==> src/rtl/valet_dispatch_arbiter_if.sv <==
// Request/grant bus between the gate/retrieval requesters, the dispatch arbiter and the valet FSM.
// Handshake: a requester holds valid and data until it sees its ready strobe; ready only asserts
// while valid is high, and a transfer completes on the edge where both are high.
interface valet_dispatch_arbiter_if #(
  parameter int NUM_GATES    = 4,
  parameter int PKT_W        = 32,
  parameter int REQ_W        = 16,
  parameter int STARVE_LIMIT = 4
);
  localparam int GW = $clog2(NUM_GATES);
  localparam int CW = $clog2(STARVE_LIMIT + 1);

  logic [NUM_GATES-1:0]       arr_valid;
  logic [NUM_GATES*PKT_W-1:0] arr_data;
  logic [NUM_GATES-1:0]       arr_ready;
  logic                       ret_valid;
  logic [REQ_W-1:0]           ret_data;
  logic                       ret_ready;
  logic                       arrival_valid;
  logic [PKT_W-1:0]           arrival_info;
  logic                       retrieval_valid;
  logic [REQ_W-1:0]           retrieval_info;
  logic                       valet_ready;
  logic [GW-1:0]              grant_gate;
  logic [1:0]                 dbg_state;
  logic [GW-1:0]              dbg_rr_ptr;
  logic [CW-1:0]              dbg_starve_cnt;

  modport slave (
    input  arr_valid, arr_data, ret_valid, ret_data, valet_ready,
    output arr_ready, ret_ready, arrival_valid, arrival_info,
           retrieval_valid, retrieval_info, grant_gate,
           dbg_state, dbg_rr_ptr, dbg_starve_cnt
  );

  modport master (
    output arr_valid, arr_data, ret_valid, ret_data, valet_ready,
    input  arr_ready, ret_ready, arrival_valid, arrival_info,
           retrieval_valid, retrieval_info, grant_gate,
           dbg_state, dbg_rr_ptr, dbg_starve_cnt
  );
endinterface

==> src/rtl/valet_dispatch_arbiter.sv <==
// Arbitrates NUM_GATES arrival gates and one retrieval queue into a one-entry holding register
// feeding the valet FSM. Optional VIP arrival bypass is enabled by defining VALET_VIP_BYPASS_EN.
module valet_dispatch_arbiter #(
  parameter int NUM_GATES    = 4,
  parameter int PKT_W        = 32,
  parameter int REQ_W        = 16,
  parameter int STARVE_LIMIT = 4,
  parameter int VIP_BIT      = 31
) (
  input  logic                   clk,
  input  logic                   rst_n,
  valet_dispatch_arbiter_if.slave bus
);
  localparam int GW = $clog2(NUM_GATES);
  localparam int CW = $clog2(STARVE_LIMIT + 1);
`ifdef VALET_VIP_BYPASS_EN
  localparam bit VIP_EN = 1'b1;
`else
  localparam bit VIP_EN = 1'b0;
`endif

  typedef enum logic [1:0] {IDLE = 2'd0, HOLD_ARR = 2'd1, HOLD_RET = 2'd2} state_t;

  state_t               state, state_d;
  logic [GW-1:0]        rr_ptr, grant_idx, grant_gate;
  logic [CW-1:0]        starve_cnt;
  logic [NUM_GATES-1:0] vip_mask, arr_ready_c;
  logic                 accept, arr_any, vip_any, force_arr, grant_arr, grant_ret;
  logic [PKT_W-1:0]     arrival_info, sel_pkt;
  logic [REQ_W-1:0]     retrieval_info;

  // First requester at or after ptr, wrapping past the last gate.
  function automatic logic [GW-1:0] rr_pick(input logic [NUM_GATES-1:0] req,
                                            input logic [GW-1:0] ptr);
    logic [GW-1:0] cand;
    logic [GW-1:0] pick;
    logic          found;
    cand  = ptr;
    pick  = '0;
    found = 1'b0;
    for (int i = 0; i < NUM_GATES; i++) begin
      if (!found && req[cand]) begin
        found = 1'b1;
        pick  = cand;
      end
      cand = (cand == GW'(NUM_GATES - 1)) ? '0 : cand + GW'(1);
    end
    return pick;
  endfunction

  always_comb begin
    vip_mask = '0;
    for (int g = 0; g < NUM_GATES; g++)
      vip_mask[g] = VIP_EN & bus.arr_valid[g] & bus.arr_data[g*PKT_W + VIP_BIT];
    // Reset gates the accept window so no strobe escapes while rst_n is low.
    accept    = rst_n && ((state == IDLE) || bus.valet_ready);
    arr_any   = |bus.arr_valid;
    vip_any   = |vip_mask;
    force_arr = (starve_cnt == CW'(STARVE_LIMIT)) && arr_any;
    grant_arr = 1'b0;
    grant_ret = 1'b0;
    grant_idx = rr_pick(bus.arr_valid, rr_ptr);
    if (accept) begin
      if (vip_any) begin
        grant_arr = 1'b1;
        grant_idx = rr_pick(vip_mask, rr_ptr);
      end else if (bus.ret_valid && !force_arr) begin
        grant_ret = 1'b1;
      end else if (arr_any) begin
        grant_arr = 1'b1;
      end
    end

    state_d = state;
    if (grant_arr)      state_d = HOLD_ARR;
    else if (grant_ret) state_d = HOLD_RET;
    else if (accept)    state_d = IDLE;

    arr_ready_c = '0;
    if (grant_arr) arr_ready_c[grant_idx] = 1'b1;

    sel_pkt = '0;
    for (int g = 0; g < NUM_GATES; g++)
      if (grant_idx == GW'(g)) sel_pkt = bus.arr_data[g*PKT_W +: PKT_W];
  end

  always_ff @(posedge clk or negedge rst_n) begin
    if (!rst_n) state <= IDLE;
    else        state <= state_d;
  end

  always_ff @(posedge clk or negedge rst_n) begin
    if (!rst_n) begin
      arrival_info   <= '0;
      retrieval_info <= '0;
      rr_ptr         <= '0;
      grant_gate     <= '0;
      starve_cnt     <= '0;
    end else begin
      if (grant_arr) begin
        arrival_info <= sel_pkt;
        grant_gate   <= grant_idx;
        rr_ptr       <= (grant_idx == GW'(NUM_GATES - 1)) ? '0 : grant_idx + GW'(1);
      end
      if (grant_ret) retrieval_info <= bus.ret_data;
      if (!arr_any || grant_arr)
        starve_cnt <= '0;
      else if (grant_ret && starve_cnt != CW'(STARVE_LIMIT))
        starve_cnt <= starve_cnt + CW'(1);
    end
  end

  assign bus.arr_ready       = arr_ready_c;
  assign bus.ret_ready       = grant_ret;
  assign bus.arrival_valid   = (state == HOLD_ARR);
  assign bus.retrieval_valid = (state == HOLD_RET);
  assign bus.arrival_info    = arrival_info;
  assign bus.retrieval_info  = retrieval_info;
  assign bus.grant_gate      = grant_gate;
  assign bus.dbg_state       = state;
  assign bus.dbg_rr_ptr      = rr_ptr;
  assign bus.dbg_starve_cnt  = starve_cnt;
endmodule

==> src/flat_wrapper.sv <==
// flat-port wrapper written by rule: the top's interface ports become plain ports
module valet_dispatch_arbiter_flat 
#(
  parameter int NUM_GATES    = 4,
  parameter int PKT_W        = 32,
  parameter int REQ_W        = 16,
  parameter int STARVE_LIMIT = 4,
  parameter int VIP_BIT      = 31
)
  (clk, rst_n, bus_arr_valid, bus_arr_data, bus_ret_valid, bus_ret_data, bus_valet_ready, bus_arr_ready, bus_ret_ready, bus_arrival_valid, bus_arrival_info, bus_retrieval_valid, bus_retrieval_info, bus_grant_gate, bus_dbg_state, bus_dbg_rr_ptr, bus_dbg_starve_cnt);
  valet_dispatch_arbiter_if #(.NUM_GATES(NUM_GATES), .PKT_W(PKT_W), .REQ_W(REQ_W), .STARVE_LIMIT(STARVE_LIMIT)) bus_i ();
  input  logic clk;
  input  logic rst_n;
  input wire logic [$bits(bus_i.arr_valid)-1:0] bus_arr_valid;
  input wire logic [$bits(bus_i.arr_data)-1:0] bus_arr_data;
  input wire logic [$bits(bus_i.ret_valid)-1:0] bus_ret_valid;
  input wire logic [$bits(bus_i.ret_data)-1:0] bus_ret_data;
  input wire logic [$bits(bus_i.valet_ready)-1:0] bus_valet_ready;
  output wire logic [$bits(bus_i.arr_ready)-1:0] bus_arr_ready;
  output wire logic [$bits(bus_i.ret_ready)-1:0] bus_ret_ready;
  output wire logic [$bits(bus_i.arrival_valid)-1:0] bus_arrival_valid;
  output wire logic [$bits(bus_i.arrival_info)-1:0] bus_arrival_info;
  output wire logic [$bits(bus_i.retrieval_valid)-1:0] bus_retrieval_valid;
  output wire logic [$bits(bus_i.retrieval_info)-1:0] bus_retrieval_info;
  output wire logic [$bits(bus_i.grant_gate)-1:0] bus_grant_gate;
  output wire logic [$bits(bus_i.dbg_state)-1:0] bus_dbg_state;
  output wire logic [$bits(bus_i.dbg_rr_ptr)-1:0] bus_dbg_rr_ptr;
  output wire logic [$bits(bus_i.dbg_starve_cnt)-1:0] bus_dbg_starve_cnt;
  assign bus_i.arr_valid = bus_arr_valid;
  assign bus_i.arr_data = bus_arr_data;
  assign bus_i.ret_valid = bus_ret_valid;
  assign bus_i.ret_data = bus_ret_data;
  assign bus_i.valet_ready = bus_valet_ready;
  assign bus_arr_ready = bus_i.arr_ready;
  assign bus_ret_ready = bus_i.ret_ready;
  assign bus_arrival_valid = bus_i.arrival_valid;
  assign bus_arrival_info = bus_i.arrival_info;
  assign bus_retrieval_valid = bus_i.retrieval_valid;
  assign bus_retrieval_info = bus_i.retrieval_info;
  assign bus_grant_gate = bus_i.grant_gate;
  assign bus_dbg_state = bus_i.dbg_state;
  assign bus_dbg_rr_ptr = bus_i.dbg_rr_ptr;
  assign bus_dbg_starve_cnt = bus_i.dbg_starve_cnt;
  valet_dispatch_arbiter #(.NUM_GATES(NUM_GATES), .PKT_W(PKT_W), .REQ_W(REQ_W), .STARVE_LIMIT(STARVE_LIMIT), .VIP_BIT(VIP_BIT)) u_core (.clk(clk), .rst_n(rst_n), .bus(bus_i));
endmodule
==> config.mk <==
export PLATFORM = sky130hd
export DESIGN_NAME = valet_dispatch_arbiter_flat
export DESIGN_NICKNAME = d
export VERILOG_FILES = /design/src/rtl/valet_dispatch_arbiter_if.sv /design/src/rtl/valet_dispatch_arbiter.sv /design/src/flat_wrapper.sv
export SDC_FILE = /design/constraint.sdc
export NUM_CORES = 1
export LEC_CHECK = 0
export ABC_AREA = 1
export CAP_MARGIN = 0
export CORE_MARGIN = 2
export CORE_UTILIZATION = 34
export CTS_BUF_LIST = sky130_fd_sc_hd__clkbuf_4 sky130_fd_sc_hd__clkbuf_8 sky130_fd_sc_hd__clkbuf_16
export DETAILED_ROUTE_END_ITERATION = 10
export GPL_TIMING_DRIVEN = 0
export PLACE_DENSITY_LB_ADDON = 0.05
export SETUP_SLACK_MARGIN = 0.05
export SLEW_MARGIN = 25
export SYNTH_ARGS = -nofsm -noshare
export SYNTH_HDL_FRONTEND = slang
export SYNTH_SLANG_ARGS = --single-unit
==> constraint.sdc <==
create_clock -name clk -period 2.5 [get_ports clk]
set_clock_uncertainty 0.05 [all_clocks]
set_input_delay 0.25 -clock clk [delete_from_list [all_inputs] [get_ports clk]]
set_output_delay 0.25 -clock clk [all_outputs]
set_load 0.02 [all_outputs]
==> qor.yml <==
regArea_um2: 1430
fill_cells: 902
rsz0062_at_grt: "yes"
grt_overflow_total: 0
start_util_pct: 34.7
synth_most_common_cell: "nand2_1"
ant_nets: 0
ys_ff_latch: 57
cts.sinks: 57
finalSetupTns_ns: -3.76
p_leak_nw: 2.88
worst_pin_slew_ns: 0.567
synth.top_cells.by_area: "dfrtp_1 40%, nand2_1 18%, o211ai_1 7.0%"
timing.fmax_ghz: 0.363
cts.path.max_buffers: 2
dieWidth_um: 106
yosysWarnings: 0
synth_area_um2: 3530
hold_viol_final: 0
dieArea_um2: 11200
synth-edff-count: 0
worstPathArrival_ns: 2.46
antenna_found_initial: 0
gp_congestion: 0.826
relSlewSlack_pct: 62.2
crit_fanout: 6
crit_path_max_incr_delay_ns: 0.44
grt_pass1_vias: 4244
drt-vias-per-instance: 4.97
grt_max_degree: 36
rows: 37
syn_inst: 482
avgSynthCellArea_um2: 7.33
h-tree-depth: 3
dpl_worst_slack_ns: -0.877
syn_to_final_growth_pct: 86.4
clk-insertion-delay-late_ns: 0.34
status: "finished with violations"
async_flop_share_pct: 100
setup_slack_ns: -0.257
pwr_density_cell_nw_per_um2: 1900
cts_buffers: 9
synthDominantCellAreaShare_pct: 40.4
cpMaxStageDelayCell: "dfrtp_2"
start_kind: "flop"
wl_per_cell_um: 16.3
setup_viol: 34
post-route-min-period_ns: 2.76
placedCellCount: 834
fin_crit_sh_pct: 110
synth_cell_types: 30
track_usage_pct: 24.8
firstDrtPassIters: 4
die_y_um: 106
num_vias: 4328
drive_gt1_share_pct: 19.3
drtIter0Drc: 231
port_buffers: 215
yosysTopAreaCell: "dfrtp_1"
worstPathRequired_ns: 2.20
ys_seq_area_share_pct: 40.4
hold_class: "input pin to flop"
drv_cap: 0
wl_mm: 14.2
nNetsFinal: 888
core_um2: 10200
grt_pass1_wl_mm: 21.8
violations: "setup timing"
fin_cells: 870
multi_input_area_um2: 2050
dpl.hpwl_mm: 10.4
crit_chain: "ha_4 -> inv_4 -> nand3_2 -> nand2_2 -> inv_2 -> nor2_8 -> nand3_1 -> nand2_2 -> nand2_4 -> inv_2 -> ha_4 -> inv_4 -> clkbuf_16 -> nor2_4 -> buf_6"
cts_tree: "yes"
synthFlopType: "dfrtp_1"
slew_violations: 0
path_clk_slew_ns: 0.08
worst-setup-path-type: "flop to output port"
end_kind: "output port"
route.detailed.drc: 0
syn_nets: 641
diodes: 0
peakVddDrop_mv: 1.13
synth_commonest_cells: "173 x nand2_1, 57 x dfrtp_1, 40 x nor2_1"
io_pins: 216
cts_root_buf: "clkbuf_8"
[routing by layer]
metal,GRT usage [%],wire length [µm],vias to the layer above
li1,-,-,2099
met1,31.1,5950,2024
met5,0,0,-
met3,7.11,1200,28
met2,41.3,6700,177
met4,7.71,343,0
[layout make-up]
cell class | count | area share [%]
timing repair buffer | 239 | 36.0
multi-input combinational | 366 | 31.1
sequential | 57 | 21.7
buffer | 29 | 3.95
tap | 136 | 2.58
clock buffer | 9 | 1.88
inverter | 27 | 1.88
clock inverter | 7 | 0.931
[path summary, 6_finish.rpt]
path                                                from                            end  slack, ns  cells past startpoint
max in group asynchronous                          rst_n       u_core.bus.dbg_rr_ptr[1]       1.44                      3
min                                      bus_ret_data[1]   u_core.bus.retrieval_info[1]       0.38                      3
min reg2reg                u_core.bus.retrieval_info[14]  u_core.bus.retrieval_info[14]       0.43                      2
max reg2reg                     u_core.bus.dbg_rr_ptr[0]    u_core.bus.arrival_info[20]      -0.16                     18
min in group asynchronous                          rst_n   u_core.bus.retrieval_info[6]       0.39                      3
max                             u_core.bus.dbg_rr_ptr[0]               bus_arr_ready[2]      -0.26                     15
[per-stage QoR]
step | power (mW) | instance area [µm²] | hold WS, ns | utilization (%)
detailed placement | 9.58 | 5960 | 0.135 | 58.5
finish | 12.5 | 6590 | 0.383 | 64.7
global route | 13.6 | 6590 | 0.381 | 64.7
CTS | 11.9 | 6450 | 0.375 | 63.3
floorplan | 7.01 | 3620 | -0.0956 | -
global placement | 9.43 | 5940 | 0.411 | 58.3
[timing repair]
| action | in CTS | in global routing |
|---|---|---|
| setup endpoints to repair | 37 | 37 |
| gates cloned | 3 | 0 |
| resized for setup | 73 | 40 |
| pin swaps | 12 | 17 |
| buffers inserted | 13 | 5 |
| hold buffers | 2 | 0 |
| endpoints found under the hold margin | 22 | 0 |
[cell families after synthesis]
group / Yosys count / share of synthesized area (%)
buffers and inverters: 59 / 7.33
XOR/XNOR: 1 / 0.248
AND/OR/NAND/NOR: 249 / 30.3
flip-flops: 57 / 40.4
AO/OA/AOI/OAI: 109 / 19.2
adder cells (fa/ha/maj): 7 / 2.48
[cells in the final DEF, fill, tap and decap left out, types with 2 or more instances in the layout]
cell type        Yosys  layout
inv_2                4       6
nand3_1             11       8
a21oi_2              0      11
clkbuf_2             0       6
inv_1               22      15
clkinvlp_4           0       2
buf_6                1      17
inv_8                0       2
nand2_1            173     169
ha_4                 0       5
dfrtp_1             57      55
ha_1                 7       2
inv_4                0       4
nand4_1              2       2
clkbuf_16            0       3
nand2_4              1       4
nand3_2              3       5
buf_2               11       9
nor2_1              40      37
a31oi_1             32      32
o21ai_2              3       3
buf_4                3      20
dfrtp_2              0       2
o21ai_0              6       6
inv_6                1       4
o21ai_4              0       2
clkdlybuf4s50_1      0     209
clkbuf_8             0       9
nand2_2             12      13
clkbuf_4             0       2
a21oi_1             32      21
nand3_4              1       2
o211ai_1            33      33
nor2_4               2       6
[registers in the layout (all words and copies together), names as in the netlist]
signal,flops
u_core.bus.arrival_info,32
u_core.bus.retrieval_info,16
u_core.bus.dbg_starve_cnt,3
u_core.bus.dbg_rr_ptr,2
u_core.bus.dbg_state,2
u_core.bus.grant_gate,2
[where the power goes]
part | switching (mW) | total [mW] | internal, mW | leakage, nW
Clock | 0.456 | 0.834 | 0.378 | 0.0888
Combinational | 5.43 | 10.1 | 4.63 | 2.12
Sequential | 0.256 | 1.63 | 1.38 | 0.672
[worst max-delay path: cells and delay by family (launching register included)]
| kind | cells | cell delay, ns |
|---|---|---|
| adder cells (fa/ha/maj) | 2 | 0.45 |
| buffers and inverters | 6 | 0.55 |
| flip-flops | 1 | 0.44 |
| AND/OR/NAND/NOR | 7 | 0.67 |
No activity file was read; power rests on OpenSTA's default activity.
